`config.mk`:
```
export PLATFORM = sky130hd
export DESIGN_NAME = multicycle_adder
export DESIGN_NICKNAME = d
export VERILOG_FILES = /design/src/rtl/multicycle_adder.sv
export SDC_FILE = /design/constraint.sdc
export NUM_CORES = 1
export LEC_CHECK = 0
export CORE_ASPECT_RATIO = 1.25
export CORE_MARGIN = 3
export CORE_UTILIZATION = 48
export CTS_BUF_LIST = sky130_fd_sc_hd__clkbuf_8
export DETAILED_ROUTE_END_ITERATION = 7
export MAX_ROUTING_LAYER = met4
export PLACE_DENSITY = 0.78
export SYNTH_ARGS = -nofsm -noshare
export SYNTH_HDL_FRONTEND = slang
export SYNTH_SLANG_ARGS = --single-unit
```
`constraint.sdc`:
```
create_clock -name i_Clk -period 1.63 [get_ports i_Clk]
set_input_delay 0.326 -clock i_Clk [delete_from_list [all_inputs] [get_ports i_Clk]]
set_output_delay 0.326 -clock i_Clk [all_outputs]
set_load 0.02 [all_outputs]
```
`src/rtl/multicycle_adder.sv`:
```
// Multi-cycle ripple adder: WIDTH-bit A + B + Cin, CHUNK bits per clock, valid/ready in and out.
// Define MULTICYCLE_ADDER_OVERFLOW_EN to add the registered signed-overflow output o_Overflow.
module multicycle_adder #(
  parameter int WIDTH = 8,
  parameter int CHUNK = 2
) (
  input  logic             i_Clk,
  input  logic             i_Rst_n,
  input  logic             i_Valid,
  output logic             o_Ready,
  input  logic [WIDTH-1:0] i_A,
  input  logic [WIDTH-1:0] i_B,
  input  logic             i_Cin,
  output logic             o_Valid,
  input  logic             i_Ready,
  output logic [WIDTH-1:0] o_Sum,
  output logic             o_Cout
`ifdef MULTICYCLE_ADDER_OVERFLOW_EN
  ,
  output logic             o_Overflow
`endif
);

  localparam int NCHUNK = WIDTH / CHUNK;
  localparam int CNT_W  = (NCHUNK > 1) ? $clog2(NCHUNK) : 1;
  localparam logic [CNT_W-1:0] LAST = CNT_W'(NCHUNK - 1);

  typedef enum logic [1:0] {
    IDLE,
    ADD,
    DONE
  } state_t;

  state_t state_q, state_d;

  logic [WIDTH-1:0]       a_sh, b_sh;
  logic [WIDTH-1:0]       acc_q, acc_d;
  logic                   carry_q;
  logic [CNT_W-1:0]       k_q;
  logic [CHUNK:0]         chunk_sum;
  logic [WIDTH+CHUNK-1:0] acc_ext;
  logic                   accept;
  logic                   last;

  assign accept = i_Valid && o_Ready;
  assign last   = (k_q == LAST);

  // The low chunk of each shifted operand is always the one being added this cycle.
  assign chunk_sum = {1'b0, a_sh[CHUNK-1:0]} + {1'b0, b_sh[CHUNK-1:0]}
                   + {{CHUNK{1'b0}}, carry_q};
  assign acc_ext   = {chunk_sum[CHUNK-1:0], acc_q};
  assign acc_d     = acc_ext[WIDTH+CHUNK-1:CHUNK];

  always_comb begin
    // NOTE: default first so every path assigns state_d and no latch is inferred.
    state_d = state_q;
    case (state_q)
      IDLE:    if (accept) state_d = ADD;
      ADD:     if (last) state_d = DONE;
      DONE:    if (i_Ready) state_d = IDLE;
      default: state_d = IDLE;
    endcase
  end

  // Handshake outputs are registered from the next state, so no input reaches them combinationally.
  always_ff @(posedge i_Clk or negedge i_Rst_n) begin
    if (!i_Rst_n) begin
      // NOTE: non-blocking assignments for all sequential state, so every flop samples pre-edge values.
      state_q <= IDLE;
      o_Ready <= 1'b0;
      o_Valid <= 1'b0;
    end else begin
      state_q <= state_d;
      o_Ready <= (state_d == IDLE);
      o_Valid <= (state_d == DONE);
    end
  end

  always_ff @(posedge i_Clk or negedge i_Rst_n) begin
    if (!i_Rst_n) begin
      a_sh    <= '0;
      b_sh    <= '0;
      acc_q   <= '0;
      carry_q <= 1'b0;
      k_q     <= '0;
      o_Sum   <= '0;
      o_Cout  <= 1'b0;
`ifdef MULTICYCLE_ADDER_OVERFLOW_EN
      o_Overflow <= 1'b0;
`endif
    end else begin
      case (state_q)
        IDLE: begin
          if (accept) begin
            a_sh    <= i_A;
            b_sh    <= i_B;
            carry_q <= i_Cin;
            k_q     <= '0;
          end
        end
        ADD: begin
          a_sh    <= a_sh >> CHUNK;
          b_sh    <= b_sh >> CHUNK;
          carry_q <= chunk_sum[CHUNK];
          acc_q   <= acc_d;
          k_q     <= k_q + CNT_W'(1);
          if (last) begin
            o_Sum  <= acc_d;
            o_Cout <= chunk_sum[CHUNK];
`ifdef MULTICYCLE_ADDER_OVERFLOW_EN
            // Carry into the MSB is recovered as a ^ b ^ sum at that bit.
            o_Overflow <= (a_sh[CHUNK-1] ^ b_sh[CHUNK-1] ^ chunk_sum[CHUNK-1])
                        ^ chunk_sum[CHUNK];
`endif
          end
        end
        default: ;
      endcase
    end
  end

endmodule

```
==> impl_results.md, run 1 <==
- Clock buffer depth: 2
- Rel. slew slack: 72.2%
- Synth Area per Inst: 11.1 um^2
- CP bufs+invs: 1
- Peak supply drop: 1190 uV
- Via Count: 1313
- Final HPWL DP: 2.44 mm
- CTS tree: yes
- Total Routing Usage GR: 18.8%
- Yosys cell types: 25
- Die height: 72.2 um
- Final setup vio count: 0
- CP max stage delay: 600 ps
- Internal: 2.75 mW
- Seq pwr share: 39.5%
- H-tree levels: 2
- Dominant cells by area after synthesis: dfrtp_1 (57%), o22ai_1 (9.3%), nand2_1 (4.9%)
- Tmin final: 1570 ps
- Clk_skew: 5.63 ps
- Final Hold Slack: 411 ps
- Run status: completed
- Critical path class: flip-flop to output port
- Final Instance Area: 2160 um^2
- Clock Power Share: 14.5%
- Reg clk slew, reported paths: 70 ps
- Post-route setup slack: 61.6 ps
- Setup Total Neg Slack: 0 ps
- Total core area: 3280 um^2
- Switching part of the total power: 38.0%
- Post-synth net total: 176
- Dominant cell type by area after synthesis: dfrtp_1
- Largest net degree at the start of global routing: 39
- Nets@finish: 213
- Period utilization: 96.2%
- Clock latency on the worst-skew pair: 290 ps
- Net switching power: 1.68 mW
- Fin util: 65.9%
- Power Dens Cells: 2050 nW/um^2
- Worst hold path class: input pin to async pin
- Leak: 0.983 nW
- Root buffer cell: clkbuf_8
- IO Pins: 32
- Starting Density: 51.3%
- Routed wire length: 3.40 mm
- CP arrival: 1240 ps
- Grt ovf: 0
- Placed cell area: 2050 um^2
- Synth Cell Area: 1680 um^2
- CP required: 1300 ps
- Inst Count DP: 217
- Ys Warns: 0
- Crit path launch type: flip-flop
- Max-cap violation count: 0
- Antenna cells: 0
- CTS Sinks: 38
- Number of CTS-inserted buffers: 5
- Register area share after synthesis: 56.5%
- 1st-iter DRT viols: 53
- Num rows: 23
- Crit path max-delay family: buffers and inverters
- Max-slew violations: 0
- Logic pwr share: 46.0%
- CTS Hold Bufs: 0
- Routability cong.: 0.806
- Area Growth Syn to Fin: 28.5%
- Worst slack, placed: -20.3 ps
- Drt wl/cell: 15.0 um
- Synth Instances: 152
- Global-route wire length before repair: 5.81 mm
- Yosys reg bits: 38
- Fmax: 0.638 GHz
- Slowest cell on the critical path: clkdlybuf4s50_1
- Die area: 4260 um^2
- Vias in the first global route: 1359
- I/O Buffers: 31
- ANT nets after route: 0
- Layout cells sized above 1: 15.8%
- Fin. Hold Viols: 0
- DRC errors left: 0
- Initial antenna violation count: 0
- Most frequent cells in the layout: dfrtp_1 (38), clkdlybuf4s50_1 (30), o22ai_1 (25), nand2_1 (22), a21oi_1 (13)
- Top-area cell type share of the netlist area: 56.5%
- Worst-path cell chain: clkdlybuf4s50_1
- TritonRoute pass-1 iters: 4
- Worst Path Max Fanout: 2
- Commonest non-fill, non-tap cell in the layout: dfrtp_1
- Total power: 4.43 mW
- CP Capture Type: output port
- Slew at the pin with the worst max-slew slack: 418 ps
- Die Wd: 59.0 um
- Vias/cell: 5.78
- Final Non-Filler Cells: 227
- RSZ-0062 raised after global routing: no
==> logic make-up (layout without fill, tap and decap cells) <==
logic type / Yosys count / after routing / share of synthesized area, %
and+or+nand+nor: 30 / 30 / 9.44
adders and majority gates: 3 / 3 / 3.12
AOI/OAI and AO/OA: 57 / 57 / 20.0
muxes: 8 / 8 / 6.02
buffers and inverters: 16 / 54 / 4.91
DFF: 38 / 38 / 56.5
==> power by group through the flow <==
| stage | Sequential, mW | Clock [mW] | Combinational [mW] |
|---|---|---|---|
| after floorplan | 1.80 | 0 | 1.32 |
| after global placement | 1.75 | 0 | 1.92 |
| after detailed placement | 1.78 | 0 | 2.00 |
| after CTS | 1.75 | 0.665 | 2.02 |
| after global routing | 1.82 | 0.712 | 2.27 |
| final | 1.75 | 0.644 | 2.04 |
==> per-layer routing <==
| metal | routed length, um | GRT usage (%) | share of wire (%) | vias up |
|---|---|---|---|---|
| li1 | - | - | - | 621 |
| met1 | 1370 | 20.0 | 40 | 635 |
| met2 | 1720 | 31.7 | 51 | 50 |
| met3 | 243 | 5.69 | 7.1 | 7 |
| met4 | 69 | 8.31 | 2.0 | 0 |
| met5 | 0 | - | 0 | - |
==> registers in the layout, summed over array words and instances (netlist names), 2 cells and up <==
signal and flops:
state_q 2, acc_q 6, b_sh 8, o_Sum 8, k_q 2, a_sh 8
==> cell type report <==
cell class | instances | area (um^2)
sequential | 38 | 951
multi-input combinational | 98 | 654
inverter | 7 | 26.3
clock inverter | 2 | 8.76
tap | 37 | 46.3
fill | 284 | 1120
timing repair buffer | 39 | 394
clock buffer | 6 | 82.6
==> path summary, 6_finish.rpt <==
check	depth (start not counted)	start	slack (ps)	end
setup / recovery	1	o_Sum[5]$_DFFE_PN0P_	60	o_Sum[5]
hold / removal	2	i_Rst_n	410	o_Sum[3]$_DFFE_PN0P_
setup reg to reg	5	b_sh[0]$_DFFE_PN0P_	100	carry_q$_DFFE_PN0P_
hold reg to reg	2	acc_q[3]$_DFFE_PN0P_	480	acc_q[3]$_DFFE_PN0P_
max in group asynchronous	2	i_Rst_n	1030	acc_q[6]$_DFFE_PN0P_
min in group i_Clk	2	acc_q[3]$_DFFE_PN0P_	480	acc_q[3]$_DFFE_PN0P_
==> repair_timing <==
action / CTS / global route
setup buffers: 1 / 1
endpoints found under the setup margin: 2 / 2
gates resized for setup: 1 / 2
==> synth_stat cells <==
cell / n
nand3b_1: 1
dfrtp_1: 38
a22o_1: 2
a22oi_1: 4
inv_1: 6
nand2_1: 22
nor2b_4: 1
o21ai_0: 10
buf_2: 6
fa_1: 2
nand2b_1: 2
a21oi_1: 13
and2_2: 1
nand3b_4: 1
nor2_2: 1
mux2_4: 3
inv_2: 1
buf_6: 1
mux2_2: 5
o21a_1: 1
and3b_1: 1
o21ai_1: 2
buf_4: 2
o22ai_1: 25
ha_1: 1
(Power assumes the default switching activity.)
==> inputs of run 2 (changes only) <==
Settings changed: CORE_UTILIZATION 48 to 53, PLACE_DENSITY 0.78 to 0.81.
Clock period 1.63 ns to 1.6 ns, I/O delays scaled along.
==> impl_results.md, run 2 (same netlist as run 1, synthesis figures left out) <==
- Max-cap violation count: 0 (unchanged)
- Logic pwr share: 48.1% (+2.1 points)
- Clock latency on the worst-skew pair: 290 ps (about the same)
- Largest net degree at the start of global routing: 39 (unchanged)
- IO Pins: 32 (unchanged)
- Run status: completed
- CTS Hold Bufs: 0 (unchanged)
- Clk_skew: 4.13 ps (-1.51 ps)
- CP Capture Type: output port
- Via Count: 1302 (-0.84%)
- Final setup vio count: 0 (unchanged)
- Root buffer cell: clkbuf_8
- CTS tree: yes
- Most frequent cells in the layout: dfrtp_1 (38), o22ai_1 (25), nand2_1 (22), clkdlybuf4s50_1 (22), a21oi_1 (12)
- Worst-path cell chain: clkdlybuf4s50_1
- Max-slew violations: 0 (unchanged)
- I/O Buffers: 31 (unchanged)
- Final Non-Filler Cells: 227 (unchanged)
- DRC errors left: 0 (unchanged)
- Leak: 1.09 nW (+11%)
- Final HPWL DP: 2.37 mm (-2.9%)
- ANT nets after route: 0 (unchanged)
- Fmax: 0.645 GHz
- CTS Sinks: 38 (unchanged)
- Met3 usage: 7.12% (+1.4 points)
- Slowest cell on the critical path: clkdlybuf4s50_1
- Crit path launch type: flip-flop
- H-tree levels: 2 (unchanged)
- CP required: 1280 ps (-20 ps)
- Clock buffer depth: 2 (unchanged)
- Number of CTS-inserted buffers: 5 (unchanged)
- Commonest non-fill, non-tap cell in the layout: dfrtp_1
- Starting Density: 56.1% (+4.8 points)
- Routability cong.: 0.762 (-5.4%)
- TritonRoute pass-1 iters: 4 (unchanged)
- Nets@finish: 214 (+0.47%)
- Drt wl/cell: 15.2 um (+1.6%)
- Net switching power: 1.76 mW (+4.8%)
- Filler cells: 222 (-22%)
- Global-route wire length before repair: 5.95 mm (+2.5%)
- Slew at the pin with the worst max-slew slack: 383 ps (-34.8 ps)
- CP bufs+invs: 1 (unchanged)
- Switching part of the total power: 38.2% (+0.24 points)
- Die area: 3890 um^2 (-8.6%)
- Seq pwr share: 37.3% (-2.2 points)
- Post-route setup slack: 48.5 ps (-13.1 ps)
- Crit path max-delay family: buffers and inverters
- Area Growth Syn to Fin: 31.1%
- Die height: 69 um (-4.4%)
- Vias/cell: 5.74 (-0.84%)
- Die Wd: 56.4 um (-4.3%)
- Critical path class: flip-flop to output port
- Grt ovf: 0 (unchanged)
- Layout cells sized above 1: 17.3% (+1.5 points)
- RSZ-0062 raised after global routing: no
- Total core area: 3000 um^2 (-8.5%)
- Fin util: 73.5% (+7.6 points)
- Total Routing Usage GR: 20.5% (+1.6 points)
- GRT busiest layer: met2
- Tmin final: 1550 ps
- 1st-iter DRT viols: 67 (+26%)
- Routed wire length: 3.46 mm (+1.6%)
- Peak supply drop: 1240 uV (+4.1%)
- Worst Path Max Fanout: 2 (unchanged)
- Inst Count DP: 219 (+0.92%)
- Rel. slew slack: 74.5% (+2.3 points)
- Antenna cells: 0 (unchanged)
- Clock Power Share: 14.6% (about the same)
- Met1 usage: 23.2% (+3.1 points)
- Postcts setup bufs: 0 (-1)
- Num rows: 22 (-4.3%)
- Worst slack, placed: -17.4 ps (+2.84 ps)
- Initial antenna violation count: 0 (unchanged)
- Biggest regs: a_sh (8), b_sh (8), o_Sum (8)
- Internal: 2.85 mW (+3.8%)
- CP max stage delay: 600 ps (about the same)
- Power Dens Cells: 2090 nW/um^2 (+2.2%)
- Routing usage on met2: 33.4% (+1.7 points)
- Period utilization: 97.0%
- Reg clk slew, reported paths: 70 ps (about the same)
- Fin. Hold Viols: 0 (unchanged)
- Vias in the first global route: 1333 (-1.9%)
- CP arrival: 1230 ps (about the same)
- Worst hold path class: input pin to async pin
-- run 2: changes by cell type in the layout (fill, tap and decap cells not counted), sizes merged --
cell / before / now
dlymetal6s2s: 0 / 8
buf: 8 / 9
clkdlybuf4s50: 30 / 22
-- run 2: cell type report --
cell class / count / area, um^2 / area share [%]
Sequential cell: 38 / 951 / 43.1
Inverter: 7 / 26.3 / 1.19
Timing Repair Buffer: 40 / 434 / 19.7
Multi-Input combinational cell: 98 / 658 / 29.8
Tap cell: 36 / 45.0 / 2.04
Clock buffer: 6 / 82.6 / 3.74
Clock inverter: 2 / 8.76 / 0.397
-- run 2: worst paths after layout --
check / start / depth (start not counted) / to / slack, ps
min in group i_Clk: o_Sum[6]$_DFFE_PN0P_ / 2 / o_Sum[6]$_DFFE_PN0P_ / 470
worst max-delay path: o_Sum[7]$_DFFE_PN0P_ / 1 / o_Sum[7] / 50
max in group asynchronous: i_Rst_n / 2 / o_Cout$_DFFE_PN0P_ / 1020
worst min register to register: o_Sum[6]$_DFFE_PN0P_ / 2 / o_Sum[6]$_DFFE_PN0P_ / 470
worst max register to register: b_sh[0]$_DFFE_PN0P_ / 4 / o_Sum[7]$_DFFE_PN0P_ / 60
worst min-delay path: i_Rst_n / 2 / b_sh[0]$_DFFE_PN0P_ / 400
-- run 2: through the flow --
stage	power [mW]	hold slack, ps	cell area (um^2)	TNS, ps
after floorplan	3.19	24.4	1680	0
after global placement	3.83	458	2090	0
after detailed placement	3.95	469	2090	-17.4
after CTS	4.63	408	2180	0
after global routing	4.99	416	2210	0
final	4.61	401	2210	0
-- run 2: routing by layer --
layer	vias up	part of all wire, %
met1	627	40
met4	0	1.3
met3	5	6.4
met2	45	52
met5	-	0
li1	625	-
-- run 2: power groups by stage --
| stage | Clock (mW) | Sequential, mW | Combinational, mW |
|---|---|---|---|
| floorplan | 0 | 1.84 | 1.35 |
| global placement | 0 | 1.71 | 2.12 |
| detailed placement | 0 | 1.74 | 2.21 |
| CTS | 0.683 | 1.73 | 2.22 |
| global route | 0.738 | 1.79 | 2.46 |
| finish | 0.673 | 1.72 | 2.22 |
-- run 2: what timing repair did --
action | CTS | global route
gates resized for setup | 2 | 12
endpoints found under the setup margin | 2 | 11
pin swaps | 0 | 3
==> inputs of run 3 (changes only) <==
Settings changed: SLEW_MARGIN set to 10.
==> results of run 3 <==
No change in the layout: final DEF, timing and power equal those of run 2.
